`config.mk`:
```
export PLATFORM = sky130hd
export DESIGN_NAME = multicycle_controller
export DESIGN_NICKNAME = d
export VERILOG_FILES = /design/src/rtl/multicycle_controller.sv
export SDC_FILE = /design/constraint.sdc
export NUM_CORES = 1
export LEC_CHECK = 0
export ABC_AREA = 1
export CAP_MARGIN = 10
export CORE_UTILIZATION = 32
export CTS_BUF_LIST = sky130_fd_sc_hd__clkbuf_16
export DETAILED_ROUTE_END_ITERATION = 8
export HOLD_SLACK_MARGIN = 0.12
export PLACE_DENSITY_LB_ADDON = 0.15
export SLEW_MARGIN = 20
export SYNTH_ARGS = -nofsm -noshare
export SYNTH_HDL_FRONTEND = slang
export SYNTH_SLANG_ARGS = --single-unit
```
`constraint.sdc`:
```
create_clock -name clk -period 1.3 [get_ports clk]
set_input_delay 0.39 -clock clk [delete_from_list [all_inputs] [get_ports clk]]
set_output_delay 0.39 -clock clk [all_outputs]
set_load 0.01 [all_outputs]
```
`src/rtl/multicycle_controller.sv`:
```
// ----------------------------------------------------------------------------
// multicycle_controller
//
// Main control FSM for a multicycle RV32-style datapath: lw, sw, R-type,
// I-type ALU, beq and jal. Moore machine; the exceptions are that PCWrite in
// BEQ follows the ALU zero flag, and that FETCH/MEMREAD/MEMWRITE stall on
// mem_ready.
//
// Parameters
//   MEM_WAIT_EN : 1 = honour mem_ready, 0 = memory is always ready.
//
// Ports
//   clk        in   rising-edge clock
//   rst_n      in   asynchronous active-low reset (forces FETCH)
//   op[6:0]    in   opcode field from the instruction register
//   zero       in   ALU zero flag
//   mem_ready  in   memory access completes this cycle
//   PCWrite    out  PC load enable
//   AdrSrc     out  memory address select (0 = PC, 1 = ALUOut)
//   MemWrite   out  data memory write strobe
//   IRWrite    out  IR / old-PC load enable
//   ResultSrc  out  result select (00 ALUOut, 01 mem data, 10 ALU result)
//   ALUSrcA    out  ALU A select (00 PC, 01 old PC, 10 rs1)
//   ALUSrcB    out  ALU B select (00 rs2, 01 imm, 10 const 4)
//   RegWrite   out  register file write enable
//   ALUOp      out  ALU decoder op (00 add, 01 sub, 10 funct decode)
//   illegal_op out  one-cycle pulse on an unsupported opcode in DECODE
//   state[3:0] out  current state encoding (debug)
// ----------------------------------------------------------------------------
module multicycle_controller #(
    parameter bit MEM_WAIT_EN = 1'b1
) (
    input  logic       clk,
    input  logic       rst_n,
    input  logic [6:0] op,
    input  logic       zero,
    input  logic       mem_ready,
    output logic       PCWrite,
    output logic       AdrSrc,
    output logic       MemWrite,
    output logic       IRWrite,
    output logic [1:0] ResultSrc,
    output logic [1:0] ALUSrcA,
    output logic [1:0] ALUSrcB,
    output logic       RegWrite,
    output logic [1:0] ALUOp,
    output logic       illegal_op,
    output logic [3:0] state
);

    typedef enum logic [3:0] {
        S_FETCH    = 4'd0,
        S_DECODE   = 4'd1,
        S_MEMADR   = 4'd2,
        S_MEMREAD  = 4'd3,
        S_MEMWB    = 4'd4,
        S_MEMWRITE = 4'd5,
        S_EXECR    = 4'd6,
        S_EXECI    = 4'd7,
        S_ALUWB    = 4'd8,
        S_BEQ      = 4'd9,
        S_JAL      = 4'd10
    } state_t;

    localparam logic [6:0] OP_LOAD  = 7'b0000011;
    localparam logic [6:0] OP_STORE = 7'b0100011;
    localparam logic [6:0] OP_RTYPE = 7'b0110011;
    localparam logic [6:0] OP_ITYPE = 7'b0010011;
    localparam logic [6:0] OP_BEQ   = 7'b1100011;
    localparam logic [6:0] OP_JAL   = 7'b1101111;

    state_t state_reg;
    state_t state_next;
    logic   ready;

    // With waiting disabled the memory is treated as single-cycle.
    assign ready = MEM_WAIT_EN ? mem_ready : 1'b1;
    assign state = state_reg;

    always_ff @(posedge clk or negedge rst_n) begin
        if (!rst_n) begin
            state_reg <= S_FETCH;
        end else begin
            state_reg <= state_next;
        end
    end

    always_comb begin
        state_next = S_FETCH;
        PCWrite    = 1'b0;
        AdrSrc     = 1'b0;
        MemWrite   = 1'b0;
        IRWrite    = 1'b0;
        ResultSrc  = 2'b00;
        ALUSrcA    = 2'b00;
        ALUSrcB    = 2'b00;
        RegWrite   = 1'b0;
        ALUOp      = 2'b00;
        illegal_op = 1'b0;

        case (state_reg)
            S_FETCH: begin
                // PC + 4 goes straight from the ALU into the PC.
                ALUSrcB   = 2'b10;
                ResultSrc = 2'b10;
                if (ready) begin
                    PCWrite    = 1'b1;
                    IRWrite    = 1'b1;
                    state_next = S_DECODE;
                end else begin
                    state_next = S_FETCH;
                end
            end
            S_DECODE: begin
                // Branch target (old PC + imm) is precomputed into ALUOut.
                ALUSrcA = 2'b01;
                ALUSrcB = 2'b01;
                case (op)
                    OP_LOAD, OP_STORE: state_next = S_MEMADR;
                    OP_RTYPE:          state_next = S_EXECR;
                    OP_ITYPE:          state_next = S_EXECI;
                    OP_BEQ:            state_next = S_BEQ;
                    OP_JAL:            state_next = S_JAL;
                    default: begin
                        state_next = S_FETCH;
                        illegal_op = 1'b1;
                    end
                endcase
            end
            S_MEMADR: begin
                ALUSrcA    = 2'b10;
                ALUSrcB    = 2'b01;
                state_next = (op == OP_LOAD) ? S_MEMREAD : S_MEMWRITE;
            end
            S_MEMREAD: begin
                AdrSrc     = 1'b1;
                state_next = ready ? S_MEMWB : S_MEMREAD;
            end
            S_MEMWB: begin
                ResultSrc  = 2'b01;
                RegWrite   = 1'b1;
                state_next = S_FETCH;
            end
            S_MEMWRITE: begin
                // Strobe stays up for the whole stall, including the
                // completing cycle.
                AdrSrc     = 1'b1;
                MemWrite   = 1'b1;
                state_next = ready ? S_FETCH : S_MEMWRITE;
            end
            S_EXECR: begin
                ALUSrcA    = 2'b10;
                ALUOp      = 2'b10;
                state_next = S_ALUWB;
            end
            S_EXECI: begin
                ALUSrcA    = 2'b10;
                ALUSrcB    = 2'b01;
                ALUOp      = 2'b10;
                state_next = S_ALUWB;
            end
            S_ALUWB: begin
                RegWrite   = 1'b1;
                state_next = S_FETCH;
            end
            S_BEQ: begin
                // ALUOut already holds the target; take it only if rs1 == rs2.
                ALUSrcA    = 2'b10;
                ALUOp      = 2'b01;
                PCWrite    = zero;
                state_next = S_FETCH;
            end
            S_JAL: begin
                // Target from ALUOut into PC while old PC + 4 is formed for rd.
                ALUSrcA    = 2'b01;
                ALUSrcB    = 2'b10;
                PCWrite    = 1'b1;
                state_next = S_ALUWB;
            end
            default: begin
                state_next = S_FETCH;
            end
        endcase

        // The register already sits in FETCH during reset; keep every
        // enable quiet until reset is released.
        if (!rst_n) begin
            PCWrite    = 1'b0;
            IRWrite    = 1'b0;
            MemWrite   = 1'b0;
            RegWrite   = 1'b0;
            illegal_op = 1'b0;
        end
    end

endmodule

```
== Yosys cells after proc, flatten, opt, wreduce, memory -nomap -nowiden ==
Cells that the tools add are included.

* Register bits after elaboration: 4
* Input port bits: 11
* Output and inout bits: 18
* Word-level logic and storage cells: 51

* Equality and inequality tests: 16
* Muxes and demuxes: 23
* Reductions and logical operators: 11

{| class="wikitable"
|+ Operators with widths
! kind !! number
|-
| $pmux W4 S6 || 1
|-
| $pmux W4 S5 || 1
|-
| $eq A4 B3 Y1 const B || 4
|-
| $pmux W2 S2 || 4
|-
| $eq A7 B6 Y1 const B || 2
|-
| $eq A7 B7 Y1 const B || 2
|-
| $mux W1 || 13
|-
| $eq A4 B4 Y1 const B || 3
|-
| $reduce_or A2 Y1 || 6
|-
| $mux W3 || 3
|-
| $eq A4 B2 Y1 const B || 2
|-
| $eq A7 B2 Y1 const B || 1
|-
| $eq A7 B5 Y1 const B || 1
|-
| $reduce_or A3 Y1 || 2
|-
| $reduce_or A6 Y1 || 1
|-
| $eq A4 B1 Y1 const B || 1
|-
| $logic_not A4 Y1 || 1
|-
| $reduce_or A4 Y1 || 1
|-
| $pmux W1 S3 || 1
|}

== Depth between registers and ports, before layout ==
Gate-level depths: netlist of the first run.

* Depth after elaboration: 5
* Depth in mapped cells: 7
* Depth with buffers taken out: 7

== Worst setup path after synthesis of the first run ==
Ideal clock, no wire load.

* Kind: reg-to-output
* Start point: register state_reg[3] (netlist: state[3])
* End point: output port illegal_op
* Arrival time: 1.042 ns
* Required time: 0.910 ns
* Setup slack: -0.132 ns
* Stages on the path, launching flop included: 6
* Path buffers: 0
* Path through: dfrtp_1 > nor2_4 > nand2_2 > inv_1 > nand2_1 > nor2_1

* Cells in the longest elaborated chain, start to end: 3

{| class="wikitable"
|+ RTL lines
! item !! RTL line !! RTL
|-
| from (decl) || 72 || <nowiki>state_t state_reg;</nowiki>
|-
| from (signal assigned) || 84 || <nowiki>state_reg <= state_next;</nowiki>
|-
| $eq A4 B1 Y1 || 101 || <nowiki>case (state_reg)</nowiki>
|-
| $mux W1 || 101 ||
|-
| $mux W1 || 187 || <nowiki>if (!rst_n) begin</nowiki>
|-
| to (decl) || 47 || <nowiki>output logic illegal_op,</nowiki>
|}

Every way passes these cells.

== Worst setup path after layout of the first run ==
* Start point: register state_reg[3] (netlist: state[3])
* End point: output port MemWrite

* Cells in the longest elaborated chain, start to end: 3

{| class="wikitable"
|+ RTL lines
! item !! RTL line !! RTL
|-
| $eq A4 B3 Y1 || 101 ||
|-
| $mux W1 || 101 ||
|-
| $mux W1 || 187 ||
|-
| to (decl) || 40 || <nowiki>output logic MemWrite,</nowiki>
|}

Every way passes these cells.

==> summary.md, run 1 <==
Largest family of logic cells by synthesized area: simple AND/OR/NAND/NOR gates. The first TritonRoute pass finished after 4 iterations. The clock transition at the registers of the reported paths was 0.03 ns; the count of distinct cell types in the synthesized netlist was 14. For the pin with the worst max-slew slack, the measured transition is 0.209 ns.

The average detailed-routed wire length per instance was 16.1 um; the sum of negative setup slack was -5.50 ns. The worst hold path belongs to the class in2async. Maximum number of pins on one net before global-route repair: 6. CTS placed an instance of sky130_fd_sc_hd__clkbuf_16 at the clock tree root.

The worst setup path is launched from a flip-flop. For the aggregate global-route resource usage, the log shows 0.358. The synthesized area per cell is 5.27 um^2, and the number of flip-flops in the largest register is 4.

Final number of setup-violating endpoints: 19. Setup repair after global routing could not meet its margin everywhere. The initial core utilization came out at 0.359. The checks that failed: setup timing. After routing the design area is 1260 um^2.

The logs give 955 um^2 for the cell area after placement and 0.147 for the part of the total power dissipated in sequential elements. Clock tree synthesis inserted a total of 3 buffers. The compound-gate portion of the synthesized area is 0.0459, and the internal power summed over all cells is 0.000679 W. Share of total power in the clock network: 0.525. The area share of fa/ha/maj cells after synthesis is 0. Element type at the critical path end: an output port.

The die covers 1690 um^2. For this run, the top clock speed supported by timing is 571 MHz. The tool flagged a number of max-cap violations equal to 0. Residual overflow from global routing: 0. The first routing iteration left 37 violations.

For the final weighted congestion of routability-driven global placement, the log shows 0.811. The clock arrives with 0.000522 ns of skew. The worst-case IR drop observed on VDD is 0.000684 V. H-tree level count: 1. The Yosys step of the flow raised 0 warnings. The flow ran to the end, but the final reports show violations. The first global-routing pass estimated 3840 um of wire. Post-route core utilization: 0.920. The xor-xnor portion of the synthesized cell area was 0; the switching portion of total power was 0.285. The synthesized-area fraction occupied by and/or/nand/nor cells came out at 0.605.

Power spread over the standard cell area amounts to 755 nW/um^2. Pin placement for this block handled 29 I/O pins. The mux share of post-synthesis cell area was 0; the cell area after synthesis was 490 um^2. The logs give 0 for the number of pins exceeding their max-slew limit in the final report and 0.91 ns for the required arrival time at the worst endpoint. The post-detailed-placement half-perimeter wirelength is 1290 um.

The worst-case setup margin in the final layout was -0.451 ns; the static leakage was 0.741 nW. Wires add up to 2870 um. The port buffer count works out to 28. No sink is reached through more buffers than the 2 on the longest clock path. CTS saw 4 sinks. Synthesis produced a netlist with a net count of 104. In this run the power spent charging and discharging nets is 0.000271 W. The final critical-path share of the clock period works out to 1.35.

The register bit total from synthesis is 4. The tools report the via count of the first global-routing pass as 878. TritonCTS built the clock tree. The data arrival time of the critical path came out at 1.36 ns.

The die boundary width is 41.2 um, and the number of remaining DRC errors is 0. The highest fanout seen on the critical path was 4. The tools report the logic gate share of total power as 0.328. The core outline area is 1370 um^2. The total via count after detailed routing came out at 952. The cell count after synthesis came out at 93. The number of antenna violations at the first check in global routing is 0.

The final critical-path required period was 1.75 ns; the clock insertion delay at the later pin of the skew report was 0.23 ns. The repair_antennas step left the layout with diodes totalling 0. The tools report the worst slew margin relative to its limit as 0.860.

The tools report the fraction of the yosys area taken by sequential cells as 0.204. The number of standard-cell rows in the floorplan was 13. Compared with the post-synthesis result, the final layout area differs by 156%. The layout cell share with drive strength beyond 1 was 0.706.

Dividing the detail-routed via count by the number of cells gives 5.35. The final-report hold violation count is 0. Count of antenna-violating nets left after detailed routing: 0. The depth of the worst register-to-register path is 8, and the final net count is 175. Measured along the y axis, the die boundary spans 41.2 um.

The worst setup path is of the reg2out kind.
[final timing paths]
check                           slack, ns       end  startpoint
worst max-delay path                -0.45  MemWrite    state[3]
min in group clk                     0.59  state[0]       op[6]
max in group asynchronous            0.83  state[1]       rst_n
worst min register to register       0.82  state[3]    state[2]
worst max register to register      -0.12  state[2]    state[2]
worst min-delay path                 0.36  state[3]       rst_n
[synth_stat cells (all sizes together)]
master,number,area share
a21oi,2,0.020
o211ai,1,0.015
nor3,1,0.010
nand2,31,0.25
nand3,12,0.13
nor2,22,0.21
dfrtp,4,0.20
inv,19,0.15
o21ai,1,0.010
[per-layer routing]
metal  track usage  share of wire  up-vias
li1              -              -      427
met1         0.309           0.35      437
met2         0.672           0.53       70
met3         0.125          0.067       18
met4         0.242          0.052        0
met5             0              0        -
[stage by stage]
step	power, W	setup slack (ns)	cells	hold WS, ns
after floorplan	0.000243	-0.0654	93	0.0944
after global placement	0.000394	-0.861	155	0.751
after detailed placement	0.000400	-0.897	155	0.778
after CTS	0.000918	-0.406	176	0.349
after global routing	0.000986	-0.513	178	0.357
final	0.000950	-0.451	178	0.359
[power groups by stage]
stage                     registers [W]  clock network (W)  logic, W
after floorplan                0.000142                  0  0.000101
after global placement         0.000138                  0  0.000256
after detailed placement       0.000138                  0  0.000262
after CTS                      0.000139           0.000496  0.000284
after global routing           0.000140           0.000515  0.000332
final                          0.000140           0.000498  0.000312
[worst max-delay path, cell delays in order (launching register included)]
cell,delay [ns]
sky130_fd_sc_hd__dfrtp_2,0.45
sky130_fd_sc_hd__nor2_4,0.21
sky130_fd_sc_hd__buf_6,0.13
sky130_fd_sc_hd__nand2_2,0.06
sky130_fd_sc_hd__nor2_1,0.13
sky130_fd_sc_hd__buf_2,0.15
[final cells by class]
| cell class | instances | area, um^2 |
|---|---|---|
| Fill cell | 54 | 109 |
| Clock inverter | 1 | 3.75 |
| Inverter | 19 | 71.3 |
| Timing Repair Buffer | 66 | 533 |
| Tap cell | 15 | 18.8 |
| Multi-Input combinational cell | 70 | 452 |
| Clock buffer | 3 | 75.1 |
| Sequential cell | 4 | 104 |
[placed cells by master, fill, tap and decap left out, types with 6 or more instances in the layout]
cell and count:
sky130_fd_sc_hd__buf_4 29, sky130_fd_sc_hd__nand2_1 16, sky130_fd_sc_hd__buf_2 16, sky130_fd_sc_hd__buf_6 15, sky130_fd_sc_hd__nand2_2 12, sky130_fd_sc_hd__inv_1 10, sky130_fd_sc_hd__inv_2 10, sky130_fd_sc_hd__nor2_4 8
sky130_fd_sc_hd__nor2_2 7, sky130_fd_sc_hd__nor2_1 7, sky130_fd_sc_hd__nand3_2 6, sky130_fd_sc_hd__nand3_1 6
[what timing repair did]
action	4_1_cts	5_1_grt
hold buffers	0	0
pin swaps	29	12
endpoints found under the setup margin	22	21
resized for setup	149	9
setup buffers	23	3
endpoints found under the hold margin	0	0
[cells by family after synthesis]
kind of cell,Yosys count
simple gates,66
buf+inv,19
flops,4
compound gates,4
No activity file was read; power rests on OpenSTA's default activity.
==> run 2, diff against run 1 <==
--- a/config.mk
+++ b/config.mk
@@ -7,11 +7,14 @@
 export LEC_CHECK = 0
 export ABC_AREA = 1
 export CAP_MARGIN = 10
-export CORE_UTILIZATION = 32
+export CELL_PAD_IN_SITES_DETAIL_PLACEMENT = 1
+export CELL_PAD_IN_SITES_GLOBAL_PLACEMENT = 1
+export CORE_UTILIZATION = 20
 export CTS_BUF_LIST = sky130_fd_sc_hd__clkbuf_16
 export DETAILED_ROUTE_END_ITERATION = 8
 export HOLD_SLACK_MARGIN = 0.12
 export PLACE_DENSITY_LB_ADDON = 0.15
+export RECOVER_POWER = 100
 export SLEW_MARGIN = 20
 export SYNTH_ARGS = -nofsm -noshare
 export SYNTH_HDL_FRONTEND = slang
==> constraint.sdc (replaced) <==
create_clock -name clk -period 1.3 [get_ports clk]
set_input_delay 0.39 -clock clk [delete_from_list [all_inputs] [get_ports clk]]
set_output_delay 0.39 -clock clk [all_outputs]
set_load 0.1 [all_outputs]
==> run 2 against run 1 <==
  * The flow now stops in global routing
  * Area after synthesis stayed put
  * Synthesized cell count stayed put
==> summary.md, run 2 <==
The run gives 0.763 (was 0.811) as the final weighted congestion of routability-driven global placement. The synthesized area per cell came out at 5.27 um^2 (unchanged). The count of mapped cells out of synthesis is 93 (unchanged).

The tools report the last stage reached as global routing. The cell area after placement came out at 1350 um^2 (was 955 um^2). The cell type with the largest total area after synthesis is sky130_fd_sc_hd__nand2_1 (unchanged).

The proportion of synthesized flip-flops having asynchronous set or reset is 1.00 (unchanged). Number of nets in the synthesized netlist: 104 (unchanged). The most used flip-flop cell after synthesis was sky130_fd_sc_hd__dfrtp_1 (unchanged).

The number of warnings printed during yosys synthesis is 0 (unchanged), and the die extent in y is 51.5 um (was 41.2 um). The first error in the log reads "[ERROR DPL-0033] detailed placement checks failed during check placement". The run gives 17 (was 13) as the number of standard-cell rows in the floorplan. The tools report the boundary pin count as 29 (unchanged). In the global-route stage, repair_timing last flagged the worst endpoint as illegal_op. The count of distinct cell types in the synthesized netlist is 14 (unchanged), and the port buffer count is 28 (unchanged). The H-tree level count came out at 1 (unchanged). Cell types occupying the most area after synthesis: sky130_fd_sc_hd__nand2_1, sky130_fd_sc_hd__dfrtp_1, sky130_fd_sc_hd__inv_1 (unchanged). The area share of the leading cell type in the synthesized netlist came out at 0.222 (unchanged). The number of sinks on the clock net is 4 (unchanged). The tools report the number of buffers between clock root and the deepest sink as 2 (unchanged). The clock tree root driver cell is sky130_fd_sc_hd__clkbuf_16 (unchanged). After the last repair the worst path ends at a top-level output. Most frequent cells after synthesis: sky130_fd_sc_hd__nand2_1, sky130_fd_sc_hd__inv_1, sky130_fd_sc_hd__nor2_1 (unchanged). The number of antenna violations at the first check in global routing was 0; the post-detailed-placement half-perimeter wirelength was 2030 um (was 1290 um).

The number of buffers created by CTS was 3 (unchanged); the cell area after synthesis was 490 um^2 (unchanged). The fraction of the yosys area taken by sequential cells is 0.204 (unchanged). The run stopped with a tool error. The register bit total from synthesis is 4 (unchanged). The number of enable-type register cells in the synthesized netlist works out to 0 (unchanged). Entering global routing, the biggest net connects 6 pins.

The run gives -0.641 ns (was -0.897 ns) as the worst slack after detailed placement. The most common cell in the synthesized netlist is sky130_fd_sc_hd__nand2_1 (unchanged). The initial core utilization is 0.218 (was 0.359).

The die boundary width came out at 51.5 um (was 41.2 um).
run 2: cell counts after synthesis:
Identical to the previous run, type by type.
run 2: cells by family after synthesis:
| logic type | synth area share |
|---|---|
| flip-flops | 0.204 |
| buffers and inverters | 0.145 |
| AND/OR/NAND/NOR | 0.605 |
| AO/OA/AOI/OAI | 0.0459 |
run 2: per-stage QoR:
step | cells | TNS [ns]
after CTS | 188 | -8.95
after detailed placement | 175 | -6.91
after global placement | 175 | -6.32
after floorplan | 93 | -10.47
run 2: what timing repair did:
action	CTS
hold buffers	0
setup buffers	13
pin swaps	26
gates resized for setup	51
setup endpoints to repair	22
==> run 3, diff against run 2 <==
--- a/config.mk
+++ b/config.mk
@@ -7,12 +7,9 @@
 export LEC_CHECK = 0
 export ABC_AREA = 1
 export CAP_MARGIN = 10
-export CELL_PAD_IN_SITES_DETAIL_PLACEMENT = 1
-export CELL_PAD_IN_SITES_GLOBAL_PLACEMENT = 1
-export CORE_UTILIZATION = 20
-export CTS_BUF_LIST = sky130_fd_sc_hd__clkbuf_16
+export CORE_AREA = 2 2 63 65
 export DETAILED_ROUTE_END_ITERATION = 8
-export HOLD_SLACK_MARGIN = 0.12
+export DIE_AREA = 0 0 65 67
 export PLACE_DENSITY_LB_ADDON = 0.15
 export RECOVER_POWER = 100
 export SLEW_MARGIN = 20
==> constraint.sdc (replaced) <==
create_clock -name clk -period 1.7 [get_ports clk]
set_input_delay 0.51 -clock clk [delete_from_list [all_inputs] [get_ports clk]]
set_output_delay 0.51 -clock clk [all_outputs]
set_load 0.1 [all_outputs]
==> run 3 against run 2 <==
  * The flow now finishes, with violations (setup timing)
==> summary.md, run 3 (synthesis gave the netlist of run 1 again) <==
The number of standard-cell rows in the floorplan is 22 (was 17), and the post-detailed-placement half-perimeter wirelength is 1630 um (was 2030 um). The floorplan step defined a die boundary enclosing 4360 um^2. The internal power of the cells totals 0.000453 W.

Clock-pin slew was measured on the worst setup and hold paths at 0.03 ns. The tools report the share of total power in the clock network as 0.241. The run gives 0 as the number of pins exceeding their max-slew limit in the final report. The logs give 2 (unchanged) for the number of buffers between clock root and the deepest sink and 0.25 ns for the setup slack of the most critical reg-to-reg path. For the maximum number of pins on one net before global-route repair, the log shows 6. The initial core utilization is 0.136 (was 0.218), and the final critical-path share of the clock period is 1.16. The most critical setup path has its startpoint at state[2]. The total wire length came out at 1900 um.

In the layout the commonest cells are sky130_fd_sc_hd__buf_4, sky130_fd_sc_hd__nand2_1, sky130_fd_sc_hd__buf_12. The later pin in the worst-skew pair is clocked with a latency of 0.21 ns. The final reports fail on setup timing. Across the run, the number of max-cap violations was 0.

The run gives 363 as the count of fill cells added during filler insertion. For the boundary pin count, the log shows 29 (unchanged). Transition at the pin with the smallest max-transition slack: 0.259 ns. The die extent in y works out to 67 um (was 51.5 um). TritonCTS built the clock tree. On the final layout, the worst clock skew is 0.00308 ns.

Summed over all layers, the global routing overflow is 0. For the number of antenna violations at the first check in global routing, the log shows 0. The category of the worst setup path launch point is a flip-flop. The number of flip-flops in the largest register came out at 4. The H-tree level count is 1 (unchanged). The worst hold path belongs to the class in2async. The logs give 0.429 for the post-route core utilization and 0.622 for the logic gate share of total power. The final-report hold violation count is 0, and the count of antenna-violating nets left after detailed routing is 0. Static timing analysis puts the maximum clock frequency at 508 MHz. The critical path in this run is classified as reg2out. The number of antenna diodes in the final layout is 0.

For the global-route wire length before repair, the log shows 3260 um. The worst slew margin relative to its limit was 0.826. For the number of buffers created by CTS, the log shows 3 (unchanged). The relative area change from synthesis to final layout was 215%. The final number of setup-violating endpoints was 14.

The first-pass detailed-route iteration total is 3. For the worst setup path, the data required time is 1.19 ns. The tightest hold path in the finished design has a slack of 0.359 ns. The tools report the final weighted congestion of routability-driven global placement as 0.685 (was 0.763). The origin of the critical flop-to-flop path is state[2]. The core region is 3610 um^2. The power density of the placed cells was 527 nW/um^2. The tools report the clock tree root driver cell as sky130_fd_sc_hd__clkbuf_8 (was sky130_fd_sc_hd__clkbuf_16). The flow ran to the end, but the final reports show violations.

For the number of sinks on the clock net, the log shows 4 (unchanged). Of all nets on the critical path, the largest fanout is 5. The number of design-rule violations left by the first detailed-router iteration was 12; the number of remaining DRC errors was 0. The final net count is 174, and the worst-case setup margin in the final layout is -0.268 ns. In the final routed layout, each cell accounts on average for 9.11 um.

The part of the total power dissipated in sequential elements came out at 0.137. The final critical-path required period was 1.97 ns; the via count of the first global-routing pass was 793. Leaving out fill and tap cells, the most frequent cell in the layout is sky130_fd_sc_hd__buf_4.

The detailed router placed 779 vias in this run. The switching portion of total power was 0.444. The die boundary width was 65 um (was 51.5 um).

The port buffer count came out at 28 (unchanged). The tools report the element type at the critical path end as an output port. Summed over all cells, the static leakage comes to 0.759 nW.

The tools report the aggregate global-route resource usage as 0.0980. Setup repair after global routing could not meet its margin everywhere. The routed via count divided by cell count is 3.73, and the worst vdd rail ir drop is 0.000251 V. The layout cell share with drive strength beyond 1 came out at 0.652. Data on the critical path arrives at its endpoint at 1.46 ns. Summed over all nets, the switching power comes to 0.000362 W.
## run 3: routing by layer
metal,global-route usage,routed length [um],part of all wire
met4,0.0319,0,0
met3,0.0236,107,0.056
met1,0.0969,749,0.39
met5,0,0,0
met2,0.197,1050,0.55
## run 3: layout make-up
class                      count  area (um^2)  share of cell area
inverter                      19         86.3              0.0559
timing repair buffer          65          729               0.472
sequential                     4          115              0.0745
multi-input combinational     70          513               0.332
tap                           48         60.1              0.0389
clock buffer                   3         41.3              0.0267
## run 3: what timing repair did
action | CTS | global route
setup buffers | 6 | 4
gates cloned | 0 | 0
endpoints found under the setup margin | 14 | 14
hold buffers | 0 | 0
pin swaps | 15 | 10
hold endpoints to repair | 0 | 0
resized for setup | 31 | 4
## run 3: final timing paths
path                               to  cells past startpoint
max in group asynchronous    state[2]                      2
min reg2reg                  state[3]                      5
max                        ALUSrcB[0]                      5
max reg2reg                  state[2]                      8
min                          state[1]                      2
min in group clk             state[0]                      5
## run 3: critical path, stage by stage, from the launching register on
cell and delay (ns):
sky130_fd_sc_hd__dfrtp_4 0.45, sky130_fd_sc_hd__inv_2 0.05, sky130_fd_sc_hd__nor2_4 0.18, sky130_fd_sc_hd__inv_2 0.05, sky130_fd_sc_hd__o211ai_1 0.26, sky130_fd_sc_hd__clkbuf_16 0.26
## run 3: power groups by stage
stage,Sequential (W),Combinational (W),Clock [W]
6_report,0.000111,0.000507,0.000196
5_1_grt,0.000112,0.000531,0.000215
4_1_cts,0.000112,0.000509,0.000203
3_5_place_dp,0.000111,0.000483,0
3_3_place_gp,0.000111,0.000481,0
2_1_floorplan,0.000141,0.000249,0
## run 3: through the flow
step | area [um^2] | instances | setup TNS, ns | power [W] | setup WS (ns)
after global routing | 1550 | 209 | -3.98 | 0.000858 | -0.347
after CTS | 1530 | 205 | -3.23 | 0.000824 | -0.298
after detailed placement | 1380 | 196 | -2.36 | 0.000594 | -0.471
after global placement | 1380 | 196 | -2.19 | 0.000592 | -0.430
after floorplan | 643 | 93 | -6.10 | 0.000390 | -1.17
final | 1550 | 209 | -2.96 | 0.000815 | -0.268
==> run 4, diff against run 3 <==
--- a/config.mk
+++ b/config.mk
@@ -7,6 +7,8 @@
 export LEC_CHECK = 0
 export ABC_AREA = 1
 export CAP_MARGIN = 10
+export CELL_PAD_IN_SITES_DETAIL_PLACEMENT = 0
+export CELL_PAD_IN_SITES_GLOBAL_PLACEMENT = 1
 export CORE_AREA = 2 2 63 65
 export DETAILED_ROUTE_END_ITERATION = 8
 export DIE_AREA = 0 0 65 67
==> run 4 against run 3 <==
  * The run still ends with setup timing left
  * Global-route usage shrank 0.39 points
  * Clock-buffer cell count unchanged
  * Sequential cell count unchanged
  * Sequential power hardly changed
  * Critical path depth did not move
  * Highest routed layer unchanged
==> summary.md, run 4 (synthesis gave the netlist of run 1 again) <==
The number of flip-flops in the largest register was 4 (unchanged). The final critical-path required period came out at 2.01 ns (was 1.97 ns). The tools report the category of the worst setup path launch point as a flip-flop (unchanged). The highest fanout seen on the critical path came out at 4 (was 5).

The share of total power in the clock network came out at 0.228 (was 0.241). The placed instance count came out at 196 (unchanged). The tools report the element type at the critical path end as an output port (unchanged). The core outline area was 3610 um^2 (unchanged). The total via count after detailed routing is 823 (was 779). The run gives 0 (unchanged) as the number of antenna violations at the first check in global routing. The tools report the number of buffers created by CTS as 3 (unchanged).

Start point of the critical path: state[2] (unchanged). The number of standard-cell rows in the floorplan was 22 (unchanged). The final number of setup-violating endpoints was 14 (unchanged). The run gives 0.640 (was 0.622) as the logic gate share of total power.

For the max-capacitance violation count, the log shows 0 (unchanged). Cell at the slowest stage of the critical path: sky130_fd_sc_hd__dfrtp_4 (unchanged). The run gives 0.839 nW (was 0.759 nW) as the static leakage.

Violated checks: setup timing (unchanged). The highest cell delay on the worst timing path works out to 0.50 ns (was 0.45 ns). The flow ran to the end, but the final reports show violations. The port buffer count works out to 28 (unchanged).

The routed via count divided by cell count is 3.79 (was 3.73). The worst vdd rail ir drop was 0.000153 V (was 0.000251 V). The run gives -0.488 ns (was -0.471 ns) as the worst slack after detailed placement. Ordered list of cells on the worst path: nor2_4, buf_6, inv_4, o21ai_4, buf_12 (was inv_2, nor2_4, inv_2, o211ai_1, clkbuf_16). Layout cell share with drive strength beyond 1: 0.692 (was 0.652).

The required arrival time at the worst endpoint came out at 1.19 ns (about the same). The count of antenna-violating nets left after detailed routing is 0 (unchanged). Critical setup path kind: reg2out (unchanged). The relative area change from synthesis to final layout works out to 239% (was 215%). Setup repair after global routing could not meet its margin everywhere. The logs give 1660 um^2 (was 1550 um^2) for the final design instance area without fill and 2020 um (was 1900 um) for the total wire length. Maximum clock frequency: 497 MHz (was 508 MHz).

The run gives 0 (unchanged) as the number of remaining DRC errors. TritonCTS built the clock tree. Final critical-path share of the clock period: 1.18 (was 1.16). The H-tree level count came out at 1 (unchanged). For the sum of negative setup slack, the log shows -3.36 ns (was -2.96 ns).

For the maximum number of pins on one net before global-route repair, the log shows 6 (unchanged). Clock tree root driver cell: sky130_fd_sc_hd__clkbuf_8 (unchanged). The part of the total power dissipated in sequential elements is 0.132 (was 0.137), and the average detailed-routed wire length per instance is 9.30 um (was 9.11 um). The boundary pin count came out at 29 (unchanged). The clock insertion delay at the later pin of the skew report was 0.21 ns (about the same); the die boundary width was 65 um (unchanged). The count of placed standard cells in the final layout, fillers left out is 217 (was 209).

The run gives 13 (was 12) as the number of design-rule violations left by the first detailed-router iteration. The post-detailed-placement half-perimeter wirelength is 1630 um (about the same), and the number of pins exceeding their max-slew limit in the final report is 0 (unchanged). The internal power summed over all cells was 0.000475 W (was 0.000453 W); the final total power was 0.000847 W (was 0.000815 W).

The origin of the critical flop-to-flop path is state[2] (unchanged). Initial core utilization: 0.136 (unchanged). Most common cell after layout, fill and taps aside: sky130_fd_sc_hd__buf_4 (unchanged). Die extent in y: 67 um (unchanged). The logs give 0 (unchanged) for the residual overflow from global routing and 0.00105 ns (was 0.00308 ns) for the clock skew after layout. The run gives 0.0941 (was 0.0980) as the aggregate global-route resource usage.

The final weighted congestion of routability-driven global placement came out at 0.700 (was 0.685). The run gives 0.000371 W (was 0.000362 W) as the net switching power. The power density of the placed cells came out at 509 nW/um^2 (was 527 nW/um^2).

The tools report the count of antenna diodes in the layout as 0 (unchanged). The data arrival time of the critical path came out at 1.50 ns (was 1.46 ns). For the number of sinks on the clock net, the log shows 4 (unchanged). The logs give 0 (unchanged) for the final-report hold violation count and 349 (was 363) for the count of fill cells added during filler insertion. Commonest non-fill, non-tap cells in the layout: sky130_fd_sc_hd__buf_4, sky130_fd_sc_hd__nand2_1, sky130_fd_sc_hd__buf_12 (unchanged). The tools report the worst-case setup margin in the final layout as -0.312 ns (was -0.268 ns). The transition at the pin with the smallest max-transition slack was 0.320 ns (was 0.259 ns). The die footprint was 4360 um^2 (unchanged). The cell area after placement came out at 1370 um^2 (was 1380 um^2). The hold buffer count at CTS is 0 (unchanged), and the first-pass detailed-route iteration total is 4 (was 3). The clock transition at the registers of the reported paths was 0.03 ns (about the same); the switching portion of total power was 0.438 (was 0.444).

The number of buffers between clock root and the deepest sink came out at 2 (unchanged). The type of the worst min-delay path was in2async (unchanged). The worst slew margin relative to its limit was 0.787 (was 0.826). The logs give 3100 um (was 3260 um) for the global-route wire length before repair and 182 (was 174) for the final net count. The via count of the first global-routing pass was 742 (was 793).
run 4: cell type report:
class / instances / area [um^2] / area share
Timing Repair Buffer: 73 / 818 / 0.492
Multi-Input combinational cell: 70 / 542 / 0.326
Sequential cell: 4 / 115 / 0.0692
Inverter: 19 / 86.3 / 0.0519
Tap cell: 48 / 60.1 / 0.0361
Clock buffer: 3 / 41.3 / 0.0248
run 4: through the flow:
stage          hold slack (ns)  utilization
2_1_floorplan            0.214            -
3_3_place_gp             0.812        0.379
3_5_place_dp             0.807        0.379
4_1_cts                  0.363        0.431
5_1_grt                  0.456        0.461
6_report                 0.422        0.461
run 4: timing repair:
item / in CTS / in global routing
buffers inserted: 9 / 9
setup endpoints to repair: 14 / 14
pin swaps: 20 / 14
gates resized for setup: 36 / 11
run 4: power groups by stage:
| stage | logic [W] | clock network, W | registers [W] |
|---|---|---|---|
| 2_1_floorplan | 0.000249 | 0 | 0.000141 |
| 3_3_place_gp | 0.000481 | 0 | 0.000112 |
| 3_5_place_dp | 0.000484 | 0 | 0.000111 |
| 4_1_cts | 0.000510 | 0.000198 | 0.000112 |
| 5_1_grt | 0.000565 | 0.000203 | 0.000112 |
| 6_report | 0.000542 | 0.000193 | 0.000112 |
run 4: worst max-delay path, delay by kind of cell (launching register included):
kind / cells / cell delay [ns]
compound gates: 1 / 0.14
buf+inv: 3 / 0.41
flops: 1 / 0.50
simple gates: 1 / 0.23
run 4: metal layers:
| metal | track usage | part of all wire | routed length [um] |
|---|---|---|---|
| met4 | 0.0479 | 0 | 0 |
| met5 | 0 | 0 | 0 |
| met1 | 0.102 | 0.39 | 777 |
| met2 | 0.179 | 0.58 | 1160 |
| met3 | 0.0101 | 0.039 | 78 |
run 4: final timing paths:
check	end	slack, ns	depth (start not counted)
max reg2reg	state[0]	0.16	9
max in group asynchronous	state[3]	1.01	2
min reg2reg	state[3]	0.87	4
max	ALUSrcB[1]	-0.31	5
min	state[0]	0.42	2
min in group clk	state[0]	0.83	6
